`config.mk`:
```
export PLATFORM = sky130hd
export DESIGN_NAME = dcache_ctrl_flat
export DESIGN_NICKNAME = d
export VERILOG_FILES = /design/src/rtl/dcache_ctrl_if.sv /design/src/rtl/dcache_ctrl.sv /design/src/flat_wrapper.sv
export SDC_FILE = /design/constraint.sdc
export NUM_CORES = 1
export LEC_CHECK = 0
export BUFFER_PORTS_ARGS = -buffer_cell sky130_fd_sc_hd__buf_2
export CORE_MARGIN = 3
export CORE_UTILIZATION = 30
export DETAILED_ROUTE_END_ITERATION = 12
export GPL_TIMING_DRIVEN = 0
export PLACE_DENSITY = 0.42
export SLEW_MARGIN = 20
export SYNTH_ARGS = -nofsm -noshare
export SYNTH_HDL_FRONTEND = slang
export SYNTH_SLANG_ARGS = --single-unit
```
`constraint.sdc`:
```
create_clock -name clk -period 6.15 [get_ports clk]
set_input_delay 0.9225 -clock clk [delete_from_list [all_inputs] [get_ports clk]]
set_output_delay 0.9225 -clock clk [all_outputs]
set_load 0.05 [all_outputs]
```
`src/rtl/dcache_ctrl_if.sv`:
```
// Bundle of the pipeline-side and backing-memory-side signals of the data cache.
// The master modport is the environment (pipeline M-stage plus memory).
// The slave modport is the cache controller itself.
interface dcache_ctrl_if;
  // pipeline side
  logic        cpu_req;
  logic [3:0]  cpu_we;
  logic [31:0] cpu_addr;
  logic [31:0] cpu_wdata;
  logic [31:0] cpu_rdata;
  logic        data_ready;
  // backing-memory side
  logic        mem_req;
  logic        mem_we;
  logic [31:0] mem_addr;
  logic [3:0]  mem_wstrb;
  logic [31:0] mem_wdata;
  logic [31:0] mem_rdata;
  logic        mem_ack;

  modport master (
    output cpu_req, cpu_we, cpu_addr, cpu_wdata, mem_rdata, mem_ack,
    input  cpu_rdata, data_ready, mem_req, mem_we, mem_addr, mem_wstrb, mem_wdata
  );

  modport slave (
    input  cpu_req, cpu_we, cpu_addr, cpu_wdata, mem_rdata, mem_ack,
    output cpu_rdata, data_ready, mem_req, mem_we, mem_addr, mem_wstrb, mem_wdata
  );
endinterface

```
`src/rtl/dcache_ctrl.sv`:
```
// Blocking, write-through, no-write-allocate, direct-mapped data cache controller.
// Each line holds one 32-bit word. A read hit completes combinationally in IDLE.
// Misses and all stores go to backing memory through a req/ack handshake,
// and the access ends with a one-cycle RESP pulse.
module dcache_ctrl #(
  parameter int INDEX_W = 4
) (
  input  logic          clk,
  input  logic          rst,   // active-low, asynchronous
  dcache_ctrl_if.slave  bus
);
  localparam int TAG_W = 32 - 2 - INDEX_W;
  localparam int LINES = 1 << INDEX_W;

  localparam logic [1:0] IDLE  = 2'd0;
  localparam logic [1:0] FILL  = 2'd1;
  localparam logic [1:0] WRITE = 2'd2;
  localparam logic [1:0] RESP  = 2'd3;

  logic [1:0]       state_q, state_d;
  logic [LINES-1:0] valid_q;
  logic [TAG_W-1:0] tag_q  [LINES];
  logic [31:0]      data_q [LINES];

  logic        mem_req_q,   mem_req_d;
  logic        mem_we_q,    mem_we_d;
  logic [31:0] mem_addr_q,  mem_addr_d;
  logic [3:0]  mem_wstrb_q, mem_wstrb_d;
  logic [31:0] mem_wdata_q, mem_wdata_d;
  logic [31:0] rdata_q,     rdata_d;

  // Lookup uses the live CPU address; the fill uses the latched word address so a
  // dropped request still lands in the right line.
  logic [INDEX_W-1:0] cpu_idx, fill_idx;
  logic [TAG_W-1:0]   cpu_tag, fill_tag;
  logic               hit, rd_hit, wr_hit, fill_done;
  logic [31:0]        merged_word;

  assign cpu_idx  = bus.cpu_addr[INDEX_W+1:2];
  assign cpu_tag  = bus.cpu_addr[31:INDEX_W+2];
  assign fill_idx = mem_addr_q[INDEX_W+1:2];
  assign fill_tag = mem_addr_q[31:INDEX_W+2];

  assign hit       = valid_q[cpu_idx] && (tag_q[cpu_idx] == cpu_tag);
  assign rd_hit    = (state_q == IDLE) && bus.cpu_req && (bus.cpu_we == 4'b0000) && hit;
  assign wr_hit    = (state_q == IDLE) && bus.cpu_req && (bus.cpu_we != 4'b0000) && hit;
  assign fill_done = (state_q == FILL) && bus.mem_ack;

  // Byte-lane merge of the store data into the cached word.
  generate
    for (genvar gi = 0; gi < 4; gi++) begin : g_merge
      assign merged_word[8*gi +: 8] = bus.cpu_we[gi] ? bus.cpu_wdata[8*gi +: 8]
                                                     : data_q[cpu_idx][8*gi +: 8];
    end
  endgenerate

  // Next-state logic for the controller FSM and the memory-side request registers.
  always_comb begin
    state_d     = state_q;
    mem_req_d   = mem_req_q;
    mem_we_d    = mem_we_q;
    mem_addr_d  = mem_addr_q;
    mem_wstrb_d = mem_wstrb_q;
    mem_wdata_d = mem_wdata_q;
    rdata_d     = rdata_q;
    case (state_q)
      IDLE: begin
        if (bus.cpu_req) begin
          if (bus.cpu_we == 4'b0000) begin
            if (!hit) begin
              state_d     = FILL;
              mem_req_d   = 1'b1;
              mem_we_d    = 1'b0;
              mem_addr_d  = {bus.cpu_addr[31:2], 2'b00};
              mem_wstrb_d = bus.cpu_we;
            end
          end else begin
            state_d     = WRITE;
            mem_req_d   = 1'b1;
            mem_we_d    = 1'b1;
            mem_addr_d  = {bus.cpu_addr[31:2], 2'b00};
            mem_wstrb_d = bus.cpu_we;
            mem_wdata_d = bus.cpu_wdata;
          end
        end
      end
      FILL: begin
        if (bus.mem_ack) begin
          state_d   = RESP;
          mem_req_d = 1'b0;
          rdata_d   = bus.mem_rdata;
        end
      end
      WRITE: begin
        if (bus.mem_ack) begin
          state_d   = RESP;
          mem_req_d = 1'b0;
        end
      end
      RESP:    state_d = IDLE;
      default: state_d = IDLE;
    endcase
  end

  // Control state and valid bits; reset drops mem_req immediately.
  always_ff @(posedge clk or negedge rst) begin
    if (!rst) begin
      state_q     <= IDLE;
      valid_q     <= '0;
      mem_req_q   <= 1'b0;
      mem_we_q    <= 1'b0;
      mem_addr_q  <= '0;
      mem_wstrb_q <= '0;
      mem_wdata_q <= '0;
      rdata_q     <= '0;
    end else begin
      state_q     <= state_d;
      mem_req_q   <= mem_req_d;
      mem_we_q    <= mem_we_d;
      mem_addr_q  <= mem_addr_d;
      mem_wstrb_q <= mem_wstrb_d;
      mem_wdata_q <= mem_wdata_d;
      rdata_q     <= rdata_d;
      if (fill_done) begin
        valid_q[fill_idx] <= 1'b1;
      end
    end
  end

  // Tag and data arrays: refill on ack, store-hit merge in place.
  always_ff @(posedge clk) begin
    if (fill_done) begin
      data_q[fill_idx] <= bus.mem_rdata;
      tag_q[fill_idx]  <= fill_tag;
    end else if (wr_hit) begin
      data_q[cpu_idx]  <= merged_word;
    end
  end

  assign bus.data_ready = rd_hit || (state_q == RESP);
  assign bus.cpu_rdata  = rd_hit ? data_q[cpu_idx] : rdata_q;
  assign bus.mem_req    = mem_req_q;
  assign bus.mem_we     = mem_we_q;
  assign bus.mem_addr   = mem_addr_q;
  assign bus.mem_wstrb  = mem_wstrb_q;
  assign bus.mem_wdata  = mem_wdata_q;
endmodule

```
`src/flat_wrapper.sv`:
```
// flat-port wrapper written by rule: the top's interface ports become plain ports
module dcache_ctrl_flat 
#(
  parameter int INDEX_W = 4
)
  (clk, rst, bus_cpu_req, bus_cpu_we, bus_cpu_addr, bus_cpu_wdata, bus_mem_rdata, bus_mem_ack, bus_cpu_rdata, bus_data_ready, bus_mem_req, bus_mem_we, bus_mem_addr, bus_mem_wstrb, bus_mem_wdata);
  dcache_ctrl_if bus_i ();
  input  logic clk;
  input  logic rst;
  input wire logic [$bits(bus_i.cpu_req)-1:0] bus_cpu_req;
  input wire logic [$bits(bus_i.cpu_we)-1:0] bus_cpu_we;
  input wire logic [$bits(bus_i.cpu_addr)-1:0] bus_cpu_addr;
  input wire logic [$bits(bus_i.cpu_wdata)-1:0] bus_cpu_wdata;
  input wire logic [$bits(bus_i.mem_rdata)-1:0] bus_mem_rdata;
  input wire logic [$bits(bus_i.mem_ack)-1:0] bus_mem_ack;
  output wire logic [$bits(bus_i.cpu_rdata)-1:0] bus_cpu_rdata;
  output wire logic [$bits(bus_i.data_ready)-1:0] bus_data_ready;
  output wire logic [$bits(bus_i.mem_req)-1:0] bus_mem_req;
  output wire logic [$bits(bus_i.mem_we)-1:0] bus_mem_we;
  output wire logic [$bits(bus_i.mem_addr)-1:0] bus_mem_addr;
  output wire logic [$bits(bus_i.mem_wstrb)-1:0] bus_mem_wstrb;
  output wire logic [$bits(bus_i.mem_wdata)-1:0] bus_mem_wdata;
  assign bus_i.cpu_req = bus_cpu_req;
  assign bus_i.cpu_we = bus_cpu_we;
  assign bus_i.cpu_addr = bus_cpu_addr;
  assign bus_i.cpu_wdata = bus_cpu_wdata;
  assign bus_i.mem_rdata = bus_mem_rdata;
  assign bus_i.mem_ack = bus_mem_ack;
  assign bus_cpu_rdata = bus_i.cpu_rdata;
  assign bus_data_ready = bus_i.data_ready;
  assign bus_mem_req = bus_i.mem_req;
  assign bus_mem_we = bus_i.mem_we;
  assign bus_mem_addr = bus_i.mem_addr;
  assign bus_mem_wstrb = bus_i.mem_wstrb;
  assign bus_mem_wdata = bus_i.mem_wdata;
  dcache_ctrl #(.INDEX_W(INDEX_W)) u_core (.clk(clk), .rst(rst), .bus(bus_i));
endmodule
```
After elaboration in Yosys (flattened, before gate mapping)
Memories as Yosys holds them, arrays and structs flattened.
Cells that the tools add are included.
{ "op_classes": {"add_sub_neg": 0, "n_mul": 0, "div": 0, "magnitude_cmp": 3, "n_eq_ne": 8, "shift": 0, "mux": 33, "bitwise_logic": 2, "n_reduce_logical": 20} }
{ "op_table": {"columns": ["operator", "n"], "rows": [
  ["32-bit two-way mux", 4],
  ["8-bit two-way mux", 4],
  ["32-bit OR reduction", 1],
  ["26-bit equality test", 1],
  ["16-bit OR", 1],
  ["1-bit two-way mux", 14],
  ["4-bit two-way mux", 3],
  ["4-bit by 5-bit < comparator with 1-bit output (second input constant)", 2],
  ["3-bit AND reduction", 3],
  ["1-bit logical AND", 8],
  ["2-bit two-way mux", 4],
  ["2-bit one-hot mux with 3 select lines", 1],
  ["1-bit binary-select mux with 4-bit select", 1],
  ["1-bit demux with 4-bit select", 1],
  ["2-bit equality test (second input constant)", 2],
  ["4-bit by 1-bit greater-or-equal comparator with 1-bit output (second input constant)", 1],
  ["4-bit zero test", 1],
  ["2-bit != test (second input constant)", 2],
  ["4-bit AND reduction", 1],
  ["4-bit nonzero test", 1],
  ["3-bit != test (second input constant)", 1],
  ["2-bit by 1-bit equality test with 1-bit output (second input constant)", 1],
  ["2-bit zero test", 1],
  ["2-bit by 1-bit != test with 1-bit output (second input constant)", 1],
  ["other kinds (6)", 6]
]} }
{ "totals": {"regBits": 120, "latchBits": 0, "ramBits": 928, "mem_bits_ro": 0, "input_bits": 104, "output_inout_bits": 103, "elab_cells": 76, "n_memories": 2} }
{ "mem_list": {"columns": ["memory", "words", "width", "read_ports", "rd_ports_with_merged_regs", "write_ports", "line_no", "text"], "rows": [
  ["u_core.data_q", 16, 32, 1, 0, 1, "dcache_ctrl.sv:23", "logic [31:0] data_q [LINES];"],
  ["u_core.tag_q", 16, 26, 1, 0, 1, "dcache_ctrl.sv:22", "logic [TAG_W-1:0] tag_q [LINES];"]
]} }

Logic depth before layout (Yosys ltp)
{ "logic_depth": {"word_depth": 9, "ltp_mapped": 15, "ltp_nobuf": 9} }

Least setup slack after synthesis
OpenSTA, ideal clock, no wires.
{ "synth_timing": {"path_kind": "input port to flip-flop", "startpoint": "input port bus_cpu_addr[2]", "endpoint": "memory u_core.data_q[13][0], enable pin", "setup_ps": 470, "arrival_ps": 5897, "setup_slack_ps": -216, "cell_stages": 14, "cell_sequence": "buf_2 -> buf_6 -> buf_6 -> buf_6 -> buf_4 -> mux2i_1 -> a221oi_1 -> xnor2_1 -> a41oi_1 -> nor4_1 -> and4_1 -> nand4_4 -> buf_2 -> o31ai_1"} }
{ "synth_via": {"elab_chain_len": 9, "elab_cells_between_ends": 12, "classes_between": "eq/ne (1); mux (7); reduce/logical (3); memory (1)"} }
{ "synth_lines": {"columns": ["item", "line_no", "text"], "rows": [
  ["start: declaration", "flat_wrapper.sv:12", "input wire logic [$bits(bus_i.cpu_addr)-1:0] bus_cpu_addr;"],
  ["memory 16 x 26 bit / 1-bit binary-select mux with 4-bit select (equally long branches)", null, null],
  ["26-bit equality test / 1-bit two-way mux (equally long branches)", "dcache_ctrl.sv:44", "assign hit = valid_q[cpu_idx] && (tag_q[cpu_idx] == cpu_tag);"],
  ["1-bit logical AND", "dcache_ctrl.sv:44", null],
  ["1-bit logical AND", "dcache_ctrl.sv:46", "assign wr_hit = (state_q == IDLE) && bus.cpu_req && (bus.cpu_we != 4'b0000) && hit;"],
  ["1-bit two-way mux", "dcache_ctrl.sv:135", "end else if (wr_hit) begin"],
  ["1-bit two-way mux", "dcache_ctrl.sv:132", "if (fill_done) begin"],
  ["1-bit two-way mux (implied by the code)", "dcache_ctrl.sv:136", "data_q[cpu_idx] <= merged_word;"],
  ["32-bit OR reduction (no line)", null, null],
  ["4-bit two-way mux (no line) / 1-bit two-way mux (equally long branches)", null, null],
  ["end: declaration", "dcache_ctrl.sv:23", null]
]} }
Several ways; a longest one is shown, not always the timed one. The select of a mux whose other input is x is not followed.

Worst setup path after layout
{ "layout_timing": {"startpoint": "input port bus_cpu_addr[2]", "endpoint": "output port bus_cpu_rdata[29]"} }
{ "layout_via": {"elab_chain_len": 5, "elab_cells_between_ends": 8, "classes_between": "eq/ne (1); mux (3); reduce/logical (2); memory (2)"} }
{ "layout_lines": {"columns": ["item", "line_no", "text"], "rows": [
  ["memory 16 x 26 bit / 1-bit binary-select mux with 4-bit select (equally long branches)", null, null],
  ["26-bit equality test / 1-bit two-way mux (equally long branches)", "dcache_ctrl.sv:44", null],
  ["1-bit logical AND", "dcache_ctrl.sv:44", null],
  ["1-bit logical AND", "dcache_ctrl.sv:45", "assign rd_hit = (state_q == IDLE) && bus.cpu_req && (bus.cpu_we == 4'b0000) && hit;"],
  ["32-bit two-way mux (*)", "dcache_ctrl.sv:141", "assign bus.cpu_rdata = rd_hit ? data_q[cpu_idx] : rdata_q;"],
  ["end: declaration", "flat_wrapper.sv:16", "output wire logic [$bits(bus_i.cpu_rdata)-1:0] bus_cpu_rdata;"]
]} }
Mark *: on every way between the ends. The rest lies on a longest branch, timed or not. The select of a mux whose other input is x is not followed.

==> key figures <==
Status
  • Status: complete, no violations

Worst setup path
  • Worst R2R Setup Slack: 1.04 ns
  • Startpoint types: primary input
  • WP data required: 5.23 ns
  • Critical path arrival: 5.02 ns
  • FF-to-FF path depth: 11
  • CP Capture Point: bus_cpu_rdata[29]
  • Reg-to-reg critical path endpoint: u_core.data_q[14][8]$_DFFE_PP_
  • Max FO, Critical Path: 10
  • FF-to-FF Start: u_core.tag_q[11][17]$_DFFE_PP_
  • Kind of critical path: primary input to primary output
  • Worst setup path start: bus_cpu_addr[2]
  • Critical Path End Type: primary output

Clock tree
  • Cts hold-fix bufs: 0
  • CTS Buffer Depth: 3
  • H-tree levels: 3
  • Clock sink count: 1046
  • CTS tree: yes
  • Worst-Skew Late Latency: 0.74 ns
  • Worst-path clk slew: 0.06 ns
  • CTS Buf Count: 115
  • Root buf cell: clkbuf_16

Timing
  • Endpoints failing setup: 0
  • Tmin final: 5.940 ns
  • Setup TNS Final: 0 ns
  • Slew @ Worst Pin: 1.109 ns
  • RSZ-0062 raised after global routing: false
  • Final hold violations: 0
  • Min Hold Slack: 0.1577 ns
  • Slew Limit Headroom: 0.2609
  • Final Skew: 0.03449 ns
  • Fin. max-slew vios: 0
  • Max Freq: 168.4 MHz
  • Final Cycle Share: 0.9658

Drt
  • DR pass1 iterations: 5
  • Initial drt markers: 1794
  • Final wirelength: 127300 um
  • WL/cell: 29.71 um
  • Post-DRT Antenna Nets: 0
  • DR vias/cell: 5.014
  • Via count: 21490
  • Remaining DRCs: 0

Die
  • Core area: 137800 um2
  • Chip width: 379.2 um
  • Starting Density: 0.3031
  • Die Y-Extent: 379.2 um
  • Die ar.: 143800 um2
  • Std cell rows: 136
  • IO Pins: 207

GRT
  • Total grt overflow: 0
  • Initial antenna violation count: 15
  • Global-route wire length before repair: 177200 um
  • GRT Overall Usage: 0.1780
  • Vias in the first global route: 22690
  • Largest net degree at the start of global routing: 68

Logic synthesis
  • Synth Cell Area: 41780 um2
  • Area leader, netlist: edfxtp_1
  • Seq cells post-synth: 1046
  • Distinct cells, synth: 66
  • Share of the synthesized area in the top cell type: 0.6670
  • Synth Instances: 1991
  • Mean Syn Cell Area: 20.98 um2
  • Asr flop ratio synth: 0.1128
  • Synth warnings: 0
  • Top-count cell post-synth: edfxtp_1
  • Number of synthesized flops with an enable pin: 928
  • Most frequent cells after synthesis: 928 x edfxtp_1, 230 x mux4_2, 131 x mux2_2
  • Synth top area cells: edfxtp_1 67%, mux4_2 12%, dfrtp_1 7.1%
  • Post-synthesis sequential area ratio: 0.7377
  • Top_reg_cell synth: edfxtp_1

Run
  • # Max-Cap Violations: 0

Power
  • P_leak: 17.15 nW
  • Peak VDD IR: 275.7 uV
  • Power, Total: 19.72 mW
  • Pwr Density: 388.7 nW/um2

Finish
  • Final #Nets: 2495
  • Final instance area: 50730 um2
  • Layout cell share with drive strength beyond 1: 0.3814
  • P&R area growth vs syn: 21.44%

Worst hold path
  • Hold crit path type: primary input to asynchronous set/reset pin

Placement
  • Routability cong.: 0.7573
  • Detail Placement HPWL: 86260 um
  • Placed cell area: 46760 um2
  • Number of buffers added on ports: 196
sequential cells by signal, summed over array words and instances, names as in the netlist:
name                  count
u_core.tag_q            416
u_core.rdata_q           32
u_core.bus.mem_wdata     32
u_core.bus.mem_wstrb      4
u_core.state_q            2
u_core.bus.mem_req        1
u_core.valid_q           16
u_core.data_q           512
u_core.bus.mem_addr      30
u_core.bus.mem_we         1
cell type report:
cell class | instances | area, um2
diodes | 3 | 7.507
plain buffers | 106 | 621.8
repair buffers | 279 | 2505
well taps | 1794 | 2245
inverters | 14 | 52.55
clock inverters | 57 | 635.6
flip-flops and latches | 1046 | 30820
multi-input cells | 826 | 10680
clock buffers | 160 | 3167
fillers | 12740 | 87100
metal layers:
| layer | up-vias | global-route usage | share of wire |
|---|---|---|---|
| met1 | 11570 | 0.2391 | 0.42 |
| met2 | 735 | 0.2918 | 0.48 |
| met3 | 161 | 0.04297 | 0.077 |
| met5 | - | 0 | 0.00042 |
| met4 | 8 | 0.04143 | 0.022 |
| li1 | 9017 | - | - |
how the worst min path moves through the flow:
stage	from	endpoint	slack (ns)	depth (start not counted)
after floorplan	u_core.valid_q[14]$_DFFE_PN0P_	u_core.valid_q[14]$_DFFE_PN0P_	0.43	1
after global placement	u_core.valid_q[6]$_DFFE_PN0P_	u_core.valid_q[6]$_DFFE_PN0P_	0.45	1
after detailed placement	u_core.valid_q[9]$_DFFE_PN0P_	u_core.valid_q[9]$_DFFE_PN0P_	0.45	1
after CTS	rst	u_core.rdata_q[4]$_DFFE_PN0P_	0.13	1
after global routing	rst	u_core.rdata_q[4]$_DFFE_PN0P_	0.15	1
final	rst	u_core.bus.mem_addr[6]$_DFFE_PN0P_	0.16	1
cell families (layout without fill, tap and decap cells):
logic type | after synthesis | after routing | synth area share
adder cells (fa/ha/maj) | 3 | 3 | 0.0008986
AO/OA/AOI/OAI | 92 | 92 | 0.01677
XOR/XNOR | 38 | 38 | 0.007966
buffers and inverters | 120 | 616 | 0.01464
flip-flops | 1046 | 1046 | 0.7377
AND/OR/NAND/NOR | 167 | 167 | 0.02114
multiplexers | 524 | 524 | 0.2008
other | 1 | 5 | 0.00008976
layout by cell type (no fill, tap or decap), drive strengths merged, types with 14 or more instances in the layout:
cell	n
nand2	42
buf	338
o21ai	14
dfrtp	118
nor2	30
xnor2	20
mux2i	82
nand3	23
edfxtp	928
clkbuf	207
inv	19
mux2	212
nor3	16
clkinv	36
nand2b	19
xor2	18
mux4	230
stage by stage:
step | util | worst slack (ns) | cells
floorplan | - | -0.2165 | 1992
detailed placement | 0.3393 | -1.311 | 4059
finish | 0.3681 | 0.2102 | 4285
CTS | 0.3678 | 0.03196 | 4280
global route | 0.3680 | 0.04056 | 4282
global placement | 0.3265 | -7.030 | 3982
power by group:
part,internal [mW],leakage [nW],switching (mW)
registers,8.70,9.77,0.635
clock network,4.03,1.85,2.86
logic,1.07,5.52,2.43
critical path, stage by stage:
cell      delay [ns]
buf_2           0.12
buf_6           0.22
mux4_2          0.53
mux4_2          0.47
xnor2_1         0.41
o221ai_1        0.30
nor4_4          0.42
nand4_4         0.23
nor3_4          0.24
buf_4           0.21
buf_6           0.22
mux2_1          0.44
buf_2           0.25
repair_timing:
action / 4_1_cts / 5_1_grt
buffers inserted: 4 / 2
pin swaps: 4 / 2
hold endpoints to repair: 0 / 0
resized for setup: 34 / 3
endpoints found under the setup margin: 76 / 11
Power figures use the tool's default switching activity.
